[src/rtl/replace_pkg.sv]
// Definitions shared by the replacement controller and the per-set LRU block.
package replace_pkg;

   localparam int STATE_BITS = 3;

   typedef enum logic [STATE_BITS-1:0] {
      IDLE      = 3'd0,
      SELECT    = 3'd1,
      WRITEBACK = 3'd2,
      FILL      = 3'd3,
      UPDATE    = 3'd4
   } state_t;

   // Ceiling log2; a power-of-two way count gives the exact way-number width.
   function automatic int log2(input int value);
      int bits;
      bits = 0;
      while ((32'sd1 <<< bits) < value) begin
         bits = bits + 1;
      end
      return bits;
   endfunction

endpackage

[src/rtl/replace_ctrl_if.sv]
// Signal bundle between replace_ctrl (master) and the miss source, LRU and
// memory side (slave).
interface replace_ctrl_if #(
   parameter int WIDTH      = 4,
   parameter int INDEX_BITS = 8
);
   import replace_pkg::*;

   localparam int WAY_BITS = log2(WIDTH);

   logic                  miss_valid;
   logic [INDEX_BITS-1:0] miss_index;
   logic                  miss_ready;
   logic [INDEX_BITS-1:0] current_index;
   logic [WIDTH-1:0]      lru;
   logic [WIDTH-1:0]      valid_bits;
   logic [WIDTH-1:0]      dirty_bits;
   logic                  wb_req;
   logic [WAY_BITS-1:0]   wb_way;
   logic [INDEX_BITS-1:0] wb_index;
   logic                  wb_ack;
   logic                  fill_req;
   logic [WAY_BITS-1:0]   fill_way;
   logic [INDEX_BITS-1:0] fill_index;
   logic                  fill_ack;
   logic [WAY_BITS-1:0]   access;
   logic                  access_valid;
   logic                  done;
   logic [WAY_BITS-1:0]   done_way;

   modport master (
      input  miss_valid, miss_index, lru, valid_bits, dirty_bits, wb_ack, fill_ack,
      output miss_ready, current_index, wb_req, wb_way, wb_index,
             fill_req, fill_way, fill_index, access, access_valid, done, done_way
   );

   modport slave (
      output miss_valid, miss_index, lru, valid_bits, dirty_bits, wb_ack, fill_ack,
      input  miss_ready, current_index, wb_req, wb_way, wb_index,
             fill_req, fill_way, fill_index, access, access_valid, done, done_way
   );

endinterface

[src/rtl/replace_ctrl_way_encoder.sv]
// Priority one-hot-to-binary encoder: the lowest set bit wins, all-zero gives 0.
module way_encoder #(
   parameter int WIDTH    = 4,
   parameter int WAY_BITS = 2
) (
   input  logic [WIDTH-1:0]    vec,
   output logic [WAY_BITS-1:0] way
);

   logic found_s;

   // Scan upward; once a set bit is found later bits cannot override it.
   always_comb begin
      found_s = 1'b0;
      way     = '0;
      for (int i = 0; i < WIDTH; i++) begin
         way     = (vec[i] && !found_s) ? WAY_BITS'(i) : way;
         found_s = found_s | vec[i];
      end
   end

endmodule

[src/rtl/replace_ctrl.sv]
// Miss replacement controller: picks a victim way, sequences writeback and fill,
// then reports the filled way to the LRU as the most recent access.
module replace_ctrl
   import replace_pkg::*;
#(
   parameter int WIDTH      = 4,
   parameter int INDEX_BITS = 8
) (
   input  logic           clock,
   input  logic           reset,
   replace_ctrl_if.master bus
);

   localparam int WAY_BITS = log2(WIDTH);

   state_t                state_r;
   state_t                state_next_s;
   logic [INDEX_BITS-1:0] idx_r;
   logic [WAY_BITS-1:0]   victim_r;

   logic [WIDTH-1:0]      invalid_vec_s;
   logic                  any_invalid_s;
   logic [WAY_BITS-1:0]   invalid_way_s;
   logic [WAY_BITS-1:0]   lru_way_s;
   logic [WAY_BITS-1:0]   sel_way_s;
   logic                  victim_dirty_s;
   logic                  accept_s;
   logic                  load_victim_s;

   assign invalid_vec_s = ~bus.valid_bits;
   assign any_invalid_s = |invalid_vec_s;

   way_encoder #(
      .WIDTH    (WIDTH),
      .WAY_BITS (WAY_BITS)
   ) u_invalid_enc (
      .vec (invalid_vec_s),
      .way (invalid_way_s)
   );

   way_encoder #(
      .WIDTH    (WIDTH),
      .WAY_BITS (WAY_BITS)
   ) u_lru_enc (
      .vec (bus.lru),
      .way (lru_way_s)
   );

   // An invalid way never needs writeback, so the dirty test only fires on the LRU choice.
   assign sel_way_s      = any_invalid_s ? invalid_way_s : lru_way_s;
   assign victim_dirty_s = bus.valid_bits[sel_way_s] & bus.dirty_bits[sel_way_s];
   assign accept_s       = (state_r == IDLE) & bus.miss_valid;
   assign load_victim_s  = (state_r == SELECT);

   // State register plus the latched set index and victim way.
   always_ff @(posedge clock or posedge reset) begin
      if (reset) begin
         state_r  <= IDLE;
         idx_r    <= '0;
         victim_r <= '0;
      end else begin
         state_r <= state_next_s;
         if (accept_s) begin
            idx_r <= bus.miss_index;
         end else begin
            idx_r <= idx_r;
         end
         if (load_victim_s) begin
            victim_r <= sel_way_s;
         end else begin
            victim_r <= victim_r;
         end
      end
   end

   // Next-state decode; acks are only looked at in their own state.
   always_comb begin
      state_next_s = state_r;
      case (state_r)
         IDLE: begin
            if (bus.miss_valid) begin
               state_next_s = SELECT;
            end else begin
               state_next_s = IDLE;
            end
         end
         SELECT: begin
            if (victim_dirty_s) begin
               state_next_s = WRITEBACK;
            end else begin
               state_next_s = FILL;
            end
         end
         WRITEBACK: begin
            if (bus.wb_ack) begin
               state_next_s = FILL;
            end else begin
               state_next_s = WRITEBACK;
            end
         end
         FILL: begin
            if (bus.fill_ack) begin
               state_next_s = UPDATE;
            end else begin
               state_next_s = FILL;
            end
         end
         UPDATE: begin
            state_next_s = IDLE;
         end
         default: begin
            state_next_s = IDLE;
         end
      endcase
   end

   // Moore outputs decoded from the registered state, victim and index.
   always_comb begin
      bus.miss_ready    = 1'b0;
      bus.current_index = idx_r;
      bus.wb_req        = 1'b0;
      bus.wb_way        = '0;
      bus.wb_index      = idx_r;
      bus.fill_req      = 1'b0;
      bus.fill_way      = '0;
      bus.fill_index    = idx_r;
      bus.access        = victim_r;
      bus.access_valid  = 1'b0;
      bus.done          = 1'b0;
      bus.done_way      = '0;
      case (state_r)
         IDLE: begin
            bus.miss_ready    = 1'b1;
            bus.current_index = bus.miss_index;
         end
         SELECT: begin
            bus.miss_ready = 1'b0;
         end
         WRITEBACK: begin
            bus.wb_req = 1'b1;
            bus.wb_way = victim_r;
         end
         FILL: begin
            bus.fill_req = 1'b1;
            bus.fill_way = victim_r;
         end
         UPDATE: begin
            bus.access_valid = 1'b1;
            bus.done         = 1'b1;
            bus.done_way     = victim_r;
         end
         default: begin
            bus.miss_ready = 1'b0;
         end
      endcase
   end

endmodule

[src/flat_wrapper.sv]
// flat-port wrapper written by rule: the top's interface ports become plain ports
module replace_ctrl_flat import replace_pkg::*;
#(
   parameter int WIDTH      = 4,
   parameter int INDEX_BITS = 8
)
  (clock, reset, bus_miss_valid, bus_miss_index, bus_lru, bus_valid_bits, bus_dirty_bits, bus_wb_ack, bus_fill_ack, bus_miss_ready, bus_current_index, bus_wb_req, bus_wb_way, bus_wb_index, bus_fill_req, bus_fill_way, bus_fill_index, bus_access, bus_access_valid, bus_done, bus_done_way);
  replace_ctrl_if #(.WIDTH(WIDTH), .INDEX_BITS(INDEX_BITS)) bus_i ();
  input  logic clock;
  input  logic reset;
  input wire logic [$bits(bus_i.miss_valid)-1:0] bus_miss_valid;
  input wire logic [$bits(bus_i.miss_index)-1:0] bus_miss_index;
  input wire logic [$bits(bus_i.lru)-1:0] bus_lru;
  input wire logic [$bits(bus_i.valid_bits)-1:0] bus_valid_bits;
  input wire logic [$bits(bus_i.dirty_bits)-1:0] bus_dirty_bits;
  input wire logic [$bits(bus_i.wb_ack)-1:0] bus_wb_ack;
  input wire logic [$bits(bus_i.fill_ack)-1:0] bus_fill_ack;
  output wire logic [$bits(bus_i.miss_ready)-1:0] bus_miss_ready;
  output wire logic [$bits(bus_i.current_index)-1:0] bus_current_index;
  output wire logic [$bits(bus_i.wb_req)-1:0] bus_wb_req;
  output wire logic [$bits(bus_i.wb_way)-1:0] bus_wb_way;
  output wire logic [$bits(bus_i.wb_index)-1:0] bus_wb_index;
  output wire logic [$bits(bus_i.fill_req)-1:0] bus_fill_req;
  output wire logic [$bits(bus_i.fill_way)-1:0] bus_fill_way;
  output wire logic [$bits(bus_i.fill_index)-1:0] bus_fill_index;
  output wire logic [$bits(bus_i.access)-1:0] bus_access;
  output wire logic [$bits(bus_i.access_valid)-1:0] bus_access_valid;
  output wire logic [$bits(bus_i.done)-1:0] bus_done;
  output wire logic [$bits(bus_i.done_way)-1:0] bus_done_way;
  assign bus_i.miss_valid = bus_miss_valid;
  assign bus_i.miss_index = bus_miss_index;
  assign bus_i.lru = bus_lru;
  assign bus_i.valid_bits = bus_valid_bits;
  assign bus_i.dirty_bits = bus_dirty_bits;
  assign bus_i.wb_ack = bus_wb_ack;
  assign bus_i.fill_ack = bus_fill_ack;
  assign bus_miss_ready = bus_i.miss_ready;
  assign bus_current_index = bus_i.current_index;
  assign bus_wb_req = bus_i.wb_req;
  assign bus_wb_way = bus_i.wb_way;
  assign bus_wb_index = bus_i.wb_index;
  assign bus_fill_req = bus_i.fill_req;
  assign bus_fill_way = bus_i.fill_way;
  assign bus_fill_index = bus_i.fill_index;
  assign bus_access = bus_i.access;
  assign bus_access_valid = bus_i.access_valid;
  assign bus_done = bus_i.done;
  assign bus_done_way = bus_i.done_way;
  replace_ctrl #(.WIDTH(WIDTH), .INDEX_BITS(INDEX_BITS)) u_core (.clock(clock), .reset(reset), .bus(bus_i));
endmodule
[config.mk]
export PLATFORM = sky130hd
export DESIGN_NAME = replace_ctrl_flat
export DESIGN_NICKNAME = d
export VERILOG_FILES = /design/src/rtl/replace_pkg.sv /design/src/rtl/replace_ctrl_if.sv /design/src/rtl/replace_ctrl_way_encoder.sv /design/src/rtl/replace_ctrl.sv /design/src/flat_wrapper.sv
export SDC_FILE = /design/constraint.sdc
export NUM_CORES = 1
export LEC_CHECK = 0
export BUFFER_PORTS_ARGS = -buffer_cell sky130_fd_sc_hd__buf_2
export CORE_MARGIN = 2
export CORE_UTILIZATION = 45
export DETAILED_ROUTE_END_ITERATION = 10
export GPL_TIMING_DRIVEN = 0
export PLACE_DENSITY_LB_ADDON = 0.1
export SLEW_MARGIN = 20
export SYNTH_ARGS = -nofsm -noshare
export SYNTH_HDL_FRONTEND = slang
export SYNTH_HIERARCHICAL = 1
export SYNTH_SLANG_ARGS = --single-unit
[constraint.sdc]
create_clock -name clock -period 3.8 [get_ports clock]
set_input_delay 0.57 -clock clock [delete_from_list [all_inputs] [get_ports clock]]
set_output_delay 0.57 -clock clock [all_outputs]
set_load 0.01 [all_outputs]
==> metrics.log <==
[metrics] final-layout setup total negative slack: 0 ps
[metrics] number of antenna cells inserted: 0
[metrics] total of buffers placed on input and output ports: 61
[metrics] Resize count post-CTS: 0
[metrics] maximum capacitance violations: 0
[metrics] final hold slack: 328 ps
[metrics] placer's final routability congestion estimate: 0.925
[metrics] endpoint of the most critical register-to-register path: u_core/bus.fill_index[3]
[metrics] largest fanout on the critical path: 10
[metrics] number of core rows: 16
[metrics] die width: 50.8 µm
[metrics] switching power share of the total: 0.405
[metrics] final period demand of the worst path: 2310 ps
[metrics] vias in the first global route: 860
[metrics] Via-to-Cell Ratio: 4.94
[metrics] Core ar.: 2000 µm²
[metrics] Crit path arrival time: 1740 ps
[metrics] share of synthesized flip-flops with an asynchronous set or reset: 1.00
[metrics] Detailed Routing Iterations Pass 1: 4
[metrics] Clock Sink Count: 13
[metrics] CP Capture Type: output pin
[metrics] setup repair after global routing missed its margin: false
[metrics] endpoints failing setup: 0
[metrics] number of cells in the finished layout apart from fillers: 188
[metrics] Detailed Place HPWL: 1860 µm
[metrics] count of distinct cell types in the synthesized netlist: 28
[metrics] synthesized area divided by synthesized cell count: 10.2 µm²
[metrics] number of cells traversed by the worst register-to-register path: 4
[metrics] count of state elements after synthesis: 13
[metrics] critical register-to-register path startpoint: u_core/state_r[2]
[metrics] Hold WC Path Type: in -> async
[metrics] Total Nets Final: 187
[metrics] H-tree lvl count: 1
[metrics] top post-synthesis cells by count: 13 x sky130_fd_sc_hd__dfrtp_1, 9 x sky130_fd_sc_hd__buf_4, 8 x sky130_fd_sc_hd__inv_1, 8 x sky130_fd_sc_hd__mux2_2, 8 x sky130_fd_sc_hd__mux2_4
[metrics] power share of the sequential group: 0.271
[metrics] Int Power: 0.634 mW
[metrics] largest buffer count on any clock path: 2
[metrics] P_leak: 0.747 nW
[metrics] period utilisation layout: 0.608
[metrics] power after layout: 1.07 mW
[metrics] worst-skew pair later-pin latency: 260 ps
[metrics] cell at the root of the clock tree: sky130_fd_sc_hd__clkbuf_4
[metrics] fraction of synthesized cell area taken by the top area cell type: 0.331
[metrics] Routed Antenna Nets: 0
[metrics] number of antenna violations at the first check in global routing: 0
[metrics] Initial DRC Count: 6
[metrics] initial core utilization: 0.491
[metrics] number of CTS-inserted buffers: 3
[metrics] clock tree from TritonCTS: done
[metrics] synthesized netlist cell count: 96
[metrics] worst slew pin tran: 530 ps
[metrics] most frequent cell after synthesis: sky130_fd_sc_hd__dfrtp_1
[metrics] proportion of layout cells with a drive suffix above 1: 0.590
[metrics] reg2reg setup slack: 2080 ps
[metrics] CP Data Required Time: 3230 ps
[metrics] share of total power in combinational logic: 0.650
[metrics] Global Route Usage Sum: 0.190
[metrics] CTS Hold Bufs: 0
[metrics] Post-Route Utilization: 0.674
[metrics] Post-CTS Setup Bufs: 0
[metrics] peak supply drop: 0.000418 V
[metrics] share of the yosys chip area belonging to registers: 0.331
[metrics] detailed-route DRC error count: 0
[metrics] Critical Path Start: u_core/state_r[2]
[metrics] Sw Pwr: 0.432 mW
[metrics] most common flop cell mapped by yosys: sky130_fd_sc_hd__dfrtp_1
[metrics] first-pass GRT wire length: 3770 µm
[metrics] final wirelength: 2380 µm
[metrics] highest achievable clock rate: 0.433 GHz
[metrics] clock input transition at the sequential cells of the worst setup and hold paths: 80 ps
[metrics] number of instances in the placed design: 184
[metrics] IO Pins: 62
[metrics] global route total overflow: 0
[metrics] run status: complete, no violations
[metrics] number of nets in the synthesized netlist: 121
[metrics] number of hold violations in the final report: 0
[metrics] library cell with the largest summed area after synthesis: sky130_fd_sc_hd__dfrtp_1
[metrics] post-synth design cell area: 983 µm²
[metrics] worst slew slack as a fraction of its limit: 0.646
[metrics] timing endpoint of the critical path: bus_current_index[5]
[metrics] type of the worst setup path: reg -> out
[metrics] EDFF count, synth: 0
[metrics] Cell Pwr Density: 791 nW/µm²
[metrics] Clk network pwr share: 0.078
[metrics] largest net degree at the start of global routing: 14
[metrics] number of warning messages in the yosys log: 6
[metrics] number of vias after detailed routing: 928
[metrics] leading cell types by total area after synthesis: sky130_fd_sc_hd__dfrtp_1 33%, sky130_fd_sc_hd__mux2_4 12%, sky130_fd_sc_hd__mux2_2 9.2%
[metrics] area enclosed by the die boundary: 2580 µm²
[metrics] Routed wire per std cell: 12.7 µm
[metrics] overall die height: 50.8 µm
[metrics] synthesis-to-finish area growth: 37.1%
[metrics] Final Skew: 4.15 ps
[metrics] Critical Path Source Type: flop
[metrics] Slew Viols, Final: 0
==> worst min path at each step <==
| stage | from | end | slack, ps | cells after the start |
|---|---|---|---|---|
| after CTS | reset | u_core/bus.access[0] | 340 | 2 |
| final | reset | u_core/bus.fill_index[6] | 330 | 2 |
| after detailed placement | u_core/bus.fill_index[7] | u_core/bus.fill_index[7] | 550 | 1 |
| after global routing | reset | u_core/bus.fill_index[6] | 350 | 2 |
| after global placement | u_core/bus.fill_index[3] | u_core/bus.fill_index[3] | 530 | 1 |
| after floorplan | reset | u_core/bus.access[0] | 450 | 1 |
==> cell families (layout without fill, tap and decap cells) <==
logic type | after synthesis | count (layout) | synth area share
and+or+nand+nor | 33 | 33 | 0.211
AOI/OAI and AO/OA | 12 | 12 | 0.0903
muxes | 19 | 19 | 0.244
buffers and inverters | 19 | 84 | 0.123
DFF | 13 | 13 | 0.331
==> sequential cells by signal, summed over array words and instances (netlist names) <==
| name | cells |
|---|---|
| u_core/bus.access | 2 |
| u_core/state_r | 3 |
| u_core/bus.fill_index | 8 |
==> cells in the final DEF (no fill, tap or decap), types with 2 or more instances in the layout <==
cell type,n
sky130_fd_sc_hd__nor3_1,3
sky130_fd_sc_hd__nand3_1,2
sky130_fd_sc_hd__a311o_1,2
sky130_fd_sc_hd__nand2b_1,3
sky130_fd_sc_hd__clkbuf_4,3
sky130_fd_sc_hd__clkbuf_1,2
sky130_fd_sc_hd__buf_4,9
sky130_fd_sc_hd__mux2_2,8
sky130_fd_sc_hd__and3_1,6
sky130_fd_sc_hd__a31oi_1,2
sky130_fd_sc_hd__dfrtp_1,13
sky130_fd_sc_hd__and2_1,4
sky130_fd_sc_hd__inv_1,8
sky130_fd_sc_hd__nand2_1,3
sky130_fd_sc_hd__mux2i_1,3
sky130_fd_sc_hd__a21oi_2,2
sky130_fd_sc_hd__a21oi_1,3
sky130_fd_sc_hd__nor2_1,6
sky130_fd_sc_hd__mux2_4,8
sky130_fd_sc_hd__buf_2,61
==> critical path, stage by stage (launching register included) <==
cell,delay (ps)
sky130_fd_sc_hd__dfrtp_1,480
sky130_fd_sc_hd__nor3_4,470
sky130_fd_sc_hd__mux2_2,390
sky130_fd_sc_hd__buf_2,140
==> power groups by stage <==
stage / clock, mW / combinational [mW] / sequential (mW)
2_1_floorplan: 0 / 0.438 / 0.304
3_3_place_gp: 0 / 0.687 / 0.284
3_5_place_dp: 0 / 0.695 / 0.292
4_1_cts: 0.0857 / 0.701 / 0.290
5_1_grt: 0.0945 / 0.753 / 0.303
6_report: 0.0837 / 0.694 / 0.289
==> cell type report <==
cell class	instances	area (µm²)
inverter	8	30.0
timing repair buffer	61	305
fill	180	653
multi-input combinational	64	537
clock buffer	4	26.3
sequential	13	325
buffer	11	91.3
tap	27	33.8
==> metrics by stage <==
step / instance area, µm² / setup WS [ps]
finish: 1350 / 1490
CTS: 1350 / 1470
global placement: 1320 / 1780
global route: 1350 / 1370
floorplan: 983 / 1940
detailed placement: 1320 / 1780
==> per-layer routing <==
metal	up-vias	global-route usage	share of wire	wire (µm)
li1	458	-	-	-
met1	428	0.236	0.42	1010
met2	38	0.355	0.51	1220
met3	4	0.0298	0.061	145
met4	0	0.0180	0.0029	7
met5	-	0	0	0
Note: power is estimated with default switching activity, not from simulation.
